`src/rtl/ras_checkpointed.sv`:
```
// Checkpointed return address stack: circular buffer of return targets
// with push/pop/push+pop and exact state repair from a saved checkpoint.
module ras_checkpointed #(
  parameter int RAS_DEPTH = 8,
  parameter int RAS_TARGET_WIDTH = 12,
  localparam int PTR_W = $clog2(RAS_DEPTH),
  localparam int CNT_W = $clog2(RAS_DEPTH + 1)
) (
  input  logic                        CLK,
  input  logic                        nRST,
  input  logic                        push_valid,
  input  logic [RAS_TARGET_WIDTH-1:0] push_target,
  input  logic                        pop_valid,
  output logic                        top_valid,
  output logic [RAS_TARGET_WIDTH-1:0] top_target,
  output logic [PTR_W-1:0]            ckpt_ptr,
  output logic [CNT_W-1:0]            ckpt_count,
  output logic [RAS_TARGET_WIDTH-1:0] ckpt_top_target,
  input  logic                        restore_valid,
  input  logic [PTR_W-1:0]            restore_ptr,
  input  logic [CNT_W-1:0]            restore_count,
  input  logic [RAS_TARGET_WIDTH-1:0] restore_top_target
);

  localparam logic [CNT_W-1:0] CNT_MAX = CNT_W'(RAS_DEPTH);

  logic [RAS_TARGET_WIDTH-1:0] stack_q [RAS_DEPTH];
  logic [PTR_W-1:0] ptr_q;
  logic [PTR_W-1:0] ptr_d;
  logic [PTR_W-1:0] ptr_inc;
  logic [PTR_W-1:0] ptr_dec;
  logic [CNT_W-1:0] cnt_q;
  logic [CNT_W-1:0] cnt_d;
  logic             empty;
  logic             full;

  logic                        wr_en;
  logic [PTR_W-1:0]            wr_idx;
  logic [RAS_TARGET_WIDTH-1:0] wr_data;

  logic do_restore;
  logic do_swap;
  logic do_push;
  logic do_pop;

  assign ptr_inc = ptr_q + PTR_W'(1);
  assign ptr_dec = ptr_q - PTR_W'(1);
  assign empty   = (cnt_q == '0);
  assign full    = (cnt_q == CNT_MAX);

  // One-hot operation select; push+pop on an empty stack folds into push.
  assign do_restore = restore_valid;
  assign do_swap    = !restore_valid && push_valid && pop_valid && !empty;
  assign do_push    = !restore_valid && push_valid && !do_swap;
  assign do_pop     = !restore_valid && !push_valid && pop_valid && !empty;

  always_comb begin
    ptr_d   = ptr_q;
    cnt_d   = cnt_q;
    wr_en   = 1'b0;
    wr_idx  = ptr_q;
    wr_data = push_target;
    unique case (1'b1)
      do_restore: begin
        ptr_d   = restore_ptr;
        cnt_d   = restore_count;
        wr_en   = 1'b1;
        wr_idx  = restore_ptr;
        wr_data = restore_top_target;
      end
      do_swap: begin
        wr_en = 1'b1;
      end
      do_push: begin
        ptr_d  = ptr_inc;
        cnt_d  = full ? cnt_q : cnt_q + CNT_W'(1);
        wr_en  = 1'b1;
        wr_idx = ptr_inc;
      end
      do_pop: begin
        ptr_d = ptr_dec;
        cnt_d = cnt_q - CNT_W'(1);
      end
      default: begin
      end
    endcase
  end

  always_ff @(posedge CLK or negedge nRST) begin
    if (!nRST) begin
      for (int i = 0; i < RAS_DEPTH; i++) begin
        stack_q[i] <= '0;
      end
      ptr_q <= '0;
      cnt_q <= '0;
    end else begin
      ptr_q <= ptr_d;
      cnt_q <= cnt_d;
      if (wr_en) begin
        stack_q[wr_idx] <= wr_data;
      end
    end
  end

  assign top_valid       = !empty;
  assign top_target      = stack_q[ptr_q];
  assign ckpt_ptr        = ptr_q;
  assign ckpt_count      = cnt_q;
  assign ckpt_top_target = stack_q[ptr_q];

endmodule
```
`config.mk`:
```
export PLATFORM = sky130hd
export DESIGN_NAME = ras_checkpointed
export DESIGN_NICKNAME = d
export VERILOG_FILES = /design/src/rtl/ras_checkpointed.sv
export SDC_FILE = /design/constraint.sdc
export NUM_CORES = 1
export LEC_CHECK = 0
export CORE_UTILIZATION = 40
export CTS_CLUSTER_SIZE = 20
export DETAILED_ROUTE_END_ITERATION = 6
export PLACE_DENSITY_LB_ADDON = 0.05
export SLEW_MARGIN = 20
export SYNTH_ARGS = -nofsm -noshare
export SYNTH_HDL_FRONTEND = slang
export SYNTH_SLANG_ARGS = --single-unit
```
`constraint.sdc`:
```
create_clock -name CLK -period 3.7 [get_ports CLK]
set_input_delay 0.37 -clock CLK [delete_from_list [all_inputs] [get_ports CLK]]
set_output_delay 0.37 -clock CLK [all_outputs]
set_load 0.02 [all_outputs]
```
* Yosys cells after proc, flatten, opt, wreduce, memory -nomap -nowiden
Index checks and enable logic that the tools add are counted.
** Word-level totals
- Register bits after elaboration :: 103
- Bits in latches :: 0
- Memory bits (writable) :: 0
- ROM bits :: 0
- Output and inout port bits :: 32
- Logic and storage cells :: 49
- Memories :: 0
** Cells by class
- Add/sub/neg operators :: 4
- $mul :: 0
- Divide/modulo/power cells :: 0
- Order comparisons :: 3
- Eq/ne operators :: 2
- Shifts and indexed selects :: 0
- Muxes and demuxes :: 12
- Bitwise logic cells :: 2
- Reduce and logical (&&, ||, !) cells :: 16
** Operator list (number)
- $bwmux W96 :: 1
- $mux W12 :: 4
- $bmux W12 S3 :: 1
- $demux W12 S3 :: 1
- $pmux W4 S3 :: 1
- $pmux W3 S3 :: 1
- $ge A4 B4 Y1 const B :: 2
- $logic_and A1 B1 Y1 :: 8
- $not A3 Y4 :: 2
- $pmux W3 S2 :: 1
- $add A4 B1 Y4 const B :: 1
- $eq A4 B4 Y1 const B :: 1
- $logic_not A1 Y1 :: 4
- $logic_not A4 Y1 :: 1
- $lt A4 B1 Y1 const B :: 1
- $mux W4 :: 1
- $sub A4 B1 Y4 const B :: 1
- $add A3 B1 Y3 const B :: 1
- $reduce_bool A3 Y1 :: 1
- $reduce_or A3 Y1 :: 1
- $sub A3 B1 Y3 const B :: 1
- $ne A2 B2 Y1 const B :: 1
- $reduce_and A2 Y1 :: 1
- $mux W1 :: 1

* Depth between registers and ports, before layout
- Depth in word-level cells :: 13
- Gate-level depth with buffers :: 10

* Worst setup path before layout
OpenSTA, ideal clock, no wires.
- Kind :: register to output
- From :: reg ptr_q[0], in the netlist ckpt_ptr[0]
- To :: out top_target[11]
- Arrival :: 2.505 ns
- Required time :: 3.330 ns
- Slack :: 0.825 ns
- Stages on the path, launching flop included :: 6
- Path buffers :: 3
- Path through :: dfrtp_1 > clkbuf_1 > buf_1 > mux4_2 > mux2_2 > buf_4
** Between the ends
- Cells in the longest elaborated chain, start to end :: 4
** RTL lines
- start: declaration :: line 28 : logic [PTR_W-1:0] ptr_q;
- start signal: assignment :: line 97 : ptr_q <= ptr_d;
- $not A3 Y4
- $bmux W12 S3
- $mux W12 (2 in a row)
- end: declaration :: line 15 : output logic [RAS_TARGET_WIDTH-1:0] top_target,
No other way between the ends. The select of a mux whose other input is x is not followed.

* Worst setup path after layout
- From :: reg ptr_q[0], in the netlist ckpt_ptr[0]
- To :: out top_target[10]
** Between the ends
- Cells in the longest elaborated chain, start to end :: 4
** RTL lines
- $not A3 Y4 (implied by the code) :: line 106 : assign top_target = stack_q[ptr_q];
- $bmux W12 S3 :: line 106
- $mux W12 (implied by the code) (2 in a row) :: line 106
No other way between the ends. The select of a mux whose other input is x is not followed.

==> impl_metrics.sql <==
INSERT INTO impl_metrics (metric_group, metric, value, unit) VALUES
('run_status', 'run_status', 'finished clean', ''),
('routing', 'drt.antenna.violating_nets', '0', ''),
('grt', 'grt.total_usage', '18.2', '%'),
('routing', 'drt_first_iter_violations', '105', ''),
('yosys', 'summed_instance_area_of_the_synthesized_netlist', '5320', 'um2'),
('routing', 'drt_drc_violations_left', '0', ''),
('yosys', 'synthDominantAreaCellType', 'sky130_fd_sc_hd__dfrtp_1', ''),
('clock_network', 'ctsResizeCount', '0', ''),
('setup_path', 'worst_ep_required_time', '3330', 'ps'),
('yosys', 'synth_edf_count', '0', ''),
('cells_and_area', 'area_delta_synth_final', '20.7', '%'),
('power_and_ir_drop', 'total_power_per_unit_cell_area', '770', 'nW/um2'),
('grt', 'global_route_wire_length_before_repair', '18100', 'um'),
('timing', 'period_needed', '2950', 'ps'),
('setup_path', 'timing.critical_path.cells', 'buf_12, mux4_2, mux2_2, clkdlybuf4s50_1', ''),
('setup_path', 'cpPeakStageDelay', '570', 'ps'),
('yosys', 'number_of_distinct_library_cells_after_synthesis', '48', ''),
('worst_hold_path', 'worst_hold_path_type', 'input pin to async pin', ''),
('yosys', 'ys.flop_type', 'sky130_fd_sc_hd__dfrtp_1', ''),
('setup_path', 'worst-endpoint-arrival', '2580', 'ps'),
('yosys', 'synth_most_common_cell', 'sky130_fd_sc_hd__mux2_2', ''),
('yosys', 'synth_seq_cells', '103', ''),
('yosys', 'post_synth_net_total', '407', ''),
('timing', 'finalHoldViolations', '0', ''),
('grt', 'antenna_violations_before_repair', '0', ''),
('setup_path', 'critical_path.endpoint_type', 'output pin', ''),
('timing', 'setup-tns-final', '0', 'ps'),
('timing', 'max_freq', '339', 'MHz'),
('clock_network', 'clk_path_buf_depth', '2', ''),
('floorplan', 'die_width', '117', 'um'),
('cells_and_area', 'antenna_cells', '0', ''),
('clock_network', 'numCtsBuffers', '9', ''),
('power_and_ir_drop', 'irDropWorstVdd', '0.484', 'mV'),
('floorplan', 'coreArea', '12800', 'um2'),
('placed_design', 'port_buffers', '67', ''),
('placed_design', 'gp_congestion', '0.736', ''),
('floorplan', 'die_h', '117', 'um'),
('setup_path', 'critical_path_class', 'flip-flop to output pin', ''),
('cells_and_area', 'final-instance-count-excl-fill', '603', ''),
('grt', 'grt_max_degree', '68', ''),
('yosys', 'post_synth_inst_count', '366', ''),
('power_and_ir_drop', 'p_leak', '2.58', 'nW'),
('clock_network', 'insertion_delay', '350', 'ps'),
('setup_path', 'crit_fanout', '21', ''),
('clock_network', 'post-cts-setup-buffer-count', '0', ''),
('placed_design', 'post-place-cells', '587', ''),
('clock_network', 'ctsHtreeMaxLevel', '3', ''),
('yosys', 'ys_warn_count', '0', ''),
('yosys', 'yosys.area.top_type_share', '48.5', '%'),
('flow_run', 'cap_viol_max_count', '0', ''),
('setup_path', 'timing.critical_path.from_type', 'flip-flop', ''),
('setup_path', 'cpMaxStageDelayCell', 'sky130_fd_sc_hd__mux4_2', ''),
('clock_network', 'clkTransAtPathRegs', '70', 'ps'),
('timing', 'finalCritPeriodShare', '79.7', '%'),
('yosys', 'synth.avg_cell_area', '14.5', 'um2'),
('yosys', 'yosys-top-cells-area', 'sky130_fd_sc_hd__dfrtp_1 48%, sky130_fd_sc_hd__mux2_2 25%, sky130_fd_sc_hd__mux4_2 10%', ''),
('yosys', 'synthArstFlopShare', '100', '%'),
('routing', 'avgViaCountPerCell', '5.33', ''),
('routing', 'num_vias', '3214', ''),
('clock_network', 'cts_tree', 'built', ''),
('floorplan', 'design.portCount', '68', ''),
('routing', 'route.final.wire_length', '11200', 'um'),
('timing', 'tightestPinTransition', '931', 'ps'),
('timing', 'worst_clock_skew', '8.89', 'ps'),
('placed_design', 'placement.cell_area', '6110', 'um2'),
('placed_design', 'detailed_place_hpwl', '7490', 'um'),
('cells_and_area', 'drive_above_1_share', '43.4', '%'),
('floorplan', 'die_area', '13800', 'um2'),
('clock_network', 'hold_buffers', '0', ''),
('routing', 'drt_pass1_iterations', '4', ''),
('floorplan', 'initial_utilization', '41.6', '%');
path summary, 6_finish.rpt:
path                               startpoint             end  depth (start not counted)
worst max-delay path              ckpt_ptr[0]  top_target[10]                          4
worst min-delay path                     nRST   ckpt_count[2]                          1
worst max register to register  ckpt_count[0]      stack_q[3]                          6
worst min register to register    stack_q[40]     stack_q[40]                          1
max in group asynchronous                nRST     stack_q[28]                          2
min in group CLK                  stack_q[40]     stack_q[40]                          1
layout make-up:
type                    instances  area, um2
multi-input cells             223       2500
well taps                     172        215
repair buffers                 83        801
fillers                      1086       6360
inverters                       6       22.5
flip-flops and latches        103       2580
clock buffers                  11        243
clock inverters                 5       58.8
per-stage QoR:
step / setup WS [ps] / util, % / power (mW)
6_report: 751 / 50.2 / 4.94
5_1_grt: 620 / 50.2 / 5.26
4_1_cts: 716 / 50.2 / 5.00
3_5_place_dp: 665 / 47.9 / 4.02
3_3_place_gp: 689 / 47.9 / 3.98
2_1_floorplan: 825 / - / 3.41
state kept, by name, summed over array words and instances, names as in the netlist:
| name | cells |
|---|---|
| ckpt_count | 4 |
| stack_q | 96 |
| ckpt_ptr | 3 |
where the power goes:
group	switching (mW)	total [mW]	internal, mW
sequential	0.285	1.95	1.66
combinational	0.816	2.03	1.22
clock	0.421	0.964	0.543
total	1.52	4.94	3.42
layer usage:
metal	vias to the layer above	GRT usage (%)	wire [um]
met4	0	5.82	149
met5	-	0	0
met2	59	28.1	5150
met3	12	2.68	301
met1	1669	26.4	5590
li1	1474	-	-
cell usage in the layout, fill, tap and decap left out, types with 2 or more instances in the layout:
| cell type | instances |
|---|---|
| sky130_fd_sc_hd__ha_1 | 4 |
| sky130_fd_sc_hd__nand3_2 | 2 |
| sky130_fd_sc_hd__mux2_1 | 3 |
| sky130_fd_sc_hd__a21oi_1 | 3 |
| sky130_fd_sc_hd__clkinvlp_4 | 2 |
| sky130_fd_sc_hd__buf_4 | 16 |
| sky130_fd_sc_hd__xnor2_1 | 4 |
| sky130_fd_sc_hd__clkdlybuf4s50_1 | 66 |
| sky130_fd_sc_hd__nor3_4 | 2 |
| sky130_fd_sc_hd__inv_1 | 5 |
| sky130_fd_sc_hd__clkbuf_16 | 9 |
| sky130_fd_sc_hd__xor2_1 | 2 |
| sky130_fd_sc_hd__o221ai_1 | 2 |
| sky130_fd_sc_hd__nand2_1 | 8 |
| sky130_fd_sc_hd__o21ai_0 | 9 |
| sky130_fd_sc_hd__dfrtp_1 | 102 |
| sky130_fd_sc_hd__mux2_2 | 119 |
| sky130_fd_sc_hd__nor3_1 | 3 |
| sky130_fd_sc_hd__nand3_1 | 2 |
| sky130_fd_sc_hd__mux4_2 | 24 |
| sky130_fd_sc_hd__nor3_2 | 2 |
| sky130_fd_sc_hd__nor2_1 | 8 |
| sky130_fd_sc_hd__nand2b_1 | 3 |
worst max-delay path: cells and delay by family, from the launching register on:
kind	cells	cell delay, ps
buffers and inverters	2	800
flip-flops	1	560
multiplexers	2	870
cells by family after synthesis:
group	after synthesis	share of synthesized area, %
mux	147	36.2
flops	103	48.5
buf+inv	40	4.57
simple gates	37	4.40
compound gates	28	4.05
xor+xnor	6	0.988
fa+ha+maj	5	1.32
Power figures use the tool's default switching activity.
==> variant: new RTL, same flow settings <==
Change the parameter `RAS_DEPTH` from 8 to 16.
--- a/src/rtl/ras_checkpointed.sv
+++ b/src/rtl/ras_checkpointed.sv
@@ -3,3 +3,3 @@
 module ras_checkpointed #(
-  parameter int RAS_DEPTH = 8,
+  parameter int RAS_DEPTH = 16,
   parameter int RAS_TARGET_WIDTH = 12,
Ports: changed (resized ckpt_count, ckpt_ptr, restore_count and restore_ptr); port bits go from 68 to 72. No check against the original RTL was run, so the function may have changed too.
==> variant against the unedited design <==
  * Via count is 100% higher
  * Sequential cell count is 98 higher
  * Non-clock buffer count rose by 19
  * Wire length grew 130%
  * Power increased by 89%
  * Count of clock-buffer cells in the layout increased by 23
  * Synthesized cell count up 110%
  * Global-route usage rose by 2.9 points
  * Cell area up 84%
  * Setup slack lost 0.48 ns
  * Critical path depth rose by 5
  * Area after synthesis is 89% higher
  * Critical endpoint is now ckpt_count[4]$_DFFE_PN0P_
  * Largest cell class unchanged
==> variant: results (changes against the unedited design) <==
- Final setup margin: 0.269 ns (-0.482 ns)
- FILL cells: 2163 (+99%)
- Placement Setup Slack: 0.283 ns (-0.382 ns)
- CP Launch Point: ckpt_count[0]$_DFFE_PN0P_
- Total GRT Usage: 21.1% (+2.9 points)
- Crit path DAT: 3.81 ns (+1.23 ns)
- Largest register FFs: 192 (+100%)
- Synth top area cells: dfrtp_1 (50%), mux4_2 (13%), mux2_2 (7.7%)
- Total CTS buffers: 23 (+14)
- Routability cong.: 0.800 (+8.6%)
- Worst-skew pair later-pin latency: 0.50 ns (+0.15 ns)
- Cell family with most CP delay: simple AND/OR/NAND/NOR gates
- CTS Root Buffer Type: clkbuf_16
- CP max FO: 9 (-57%)
- Synth top cells by count: dfrtp_1 (201), mux2_2 (69), mux4_2 (60)
- DR vias: 6477 (+100%)
- Mux cell area share after synthesis: 28.8% (-7.4 points)
- Xor-xnor portion of the synthesized cell area: 0.435% (-0.55 points)
- Synthesized Nets: 802 (+97%)
- Slew @ Worst Pin: 0.982 ns (+0.0509 ns)
- Sw power: 0.00292 W (+92%)
- Run status: finished, final reports clean
- Clk_skew: 0.0100 ns (+0.00113 ns)
- CP endpoint kind: register
- Largest net degree at the start of global routing: 94 (+38%)
- Top reg by flops: stack_q
- HP Class: input pin to register
- CP max stage cell: nor4_1
- Vias in the first global route: 6998 (+120%)
- I/O Buffers: 71 (+6.0%)
- Share of layout cells above drive strength 1: 30.8% (-13 points)
- Design area: 11800 sq um (+84%)
- Critical Path Max Stage Delay: 0.72 ns (+0.15 ns)
- Distinct cells, synth: 55 (+15%)
- Area fraction in compound gates after synthesis: 8.82% (+4.8 points)
- # nets final: 866 (+85%)
- Comb pwr share: 36.5% (-4.6 points)
- Maximum VDD drop: 0.000430 V (-11%)
- R2R Path End: ckpt_count[4]$_DFFE_PN0P_
- Leakage power: 5.03 nW (+95%)
- Post-Place Cell Area: 11100 sq um (+82%)
- Hold slack final: 0.266 ns (+0.122 ns)
- Iter 0 DRT Violations: 316 (+200%)
- DR vias/cell: 5.57 (+4.6%)
- Post-synthesis sequential area ratio: 50.0% (+1.5 points)
- Clock power share: 22.5% (+3.0 points)
- Worst R2R Setup Slack: 0.27 ns (-0.71 ns)
- Global-route wire length before repair: 41000 um (+130%)
- Clock Power: 0.00210 W (+120%)
- Maximum buffer depth of the clock tree: 3 (+1)
- DP Wirelength: 17400 um (+130%)
- Worst-path clk slew: roughly 0.060 ns
- Routed wire per std cell: 22.5 um (+21%)
- Post-synthesis adder-cell area fraction: 0.821% (-0.50 points)
- Avg Inst Size Synth: 13.3 sq um (-8.6%)
- H-tree Lvls: 1 (-2)
- Hold path depth: 3
- Post-Place Cells: 1120 (+91%)
## variant: changes by cell type after synthesis, sizes merged, moves of 13 or more
cell / unedited run / this run
dfrtp: 103 / 201
nand2: 8 / 59
a21oi: 3 / 52
nor2: 8 / 55
o21ai: 10 / 53
mux4: 24 / 60
clkbuf: 10 / 26
mux2i: 1 / 17
buf: 24 / 37
mux2: 122 / 109
## variant: per-layer routing
layer,GRT usage (%),vias to the layer above,wire (um)
li1,-,2911,-
met3,3.56,52,1200
met4,8.23,0,862
met5,0,-,0
met2,35.2,171,12700
met1,27.3,3343,11400
## variant: area by class of cell
type | instances | area share, %
multi-input cells | 489 | 39.7
inverters | 5 | 0.159
well taps | 324 | 3.43
repair buffers | 102 | 8.21
flip-flops and latches | 201 | 42.6
clock inverters | 7 | 0.328
clock buffers | 34 | 5.56
## variant: repair_timing
item | CTS | global route
resized for setup | 0 | 0
hold endpoints to repair | 90 | 0
hold buffers | 1 | 0
setup buffers | 0 | 0
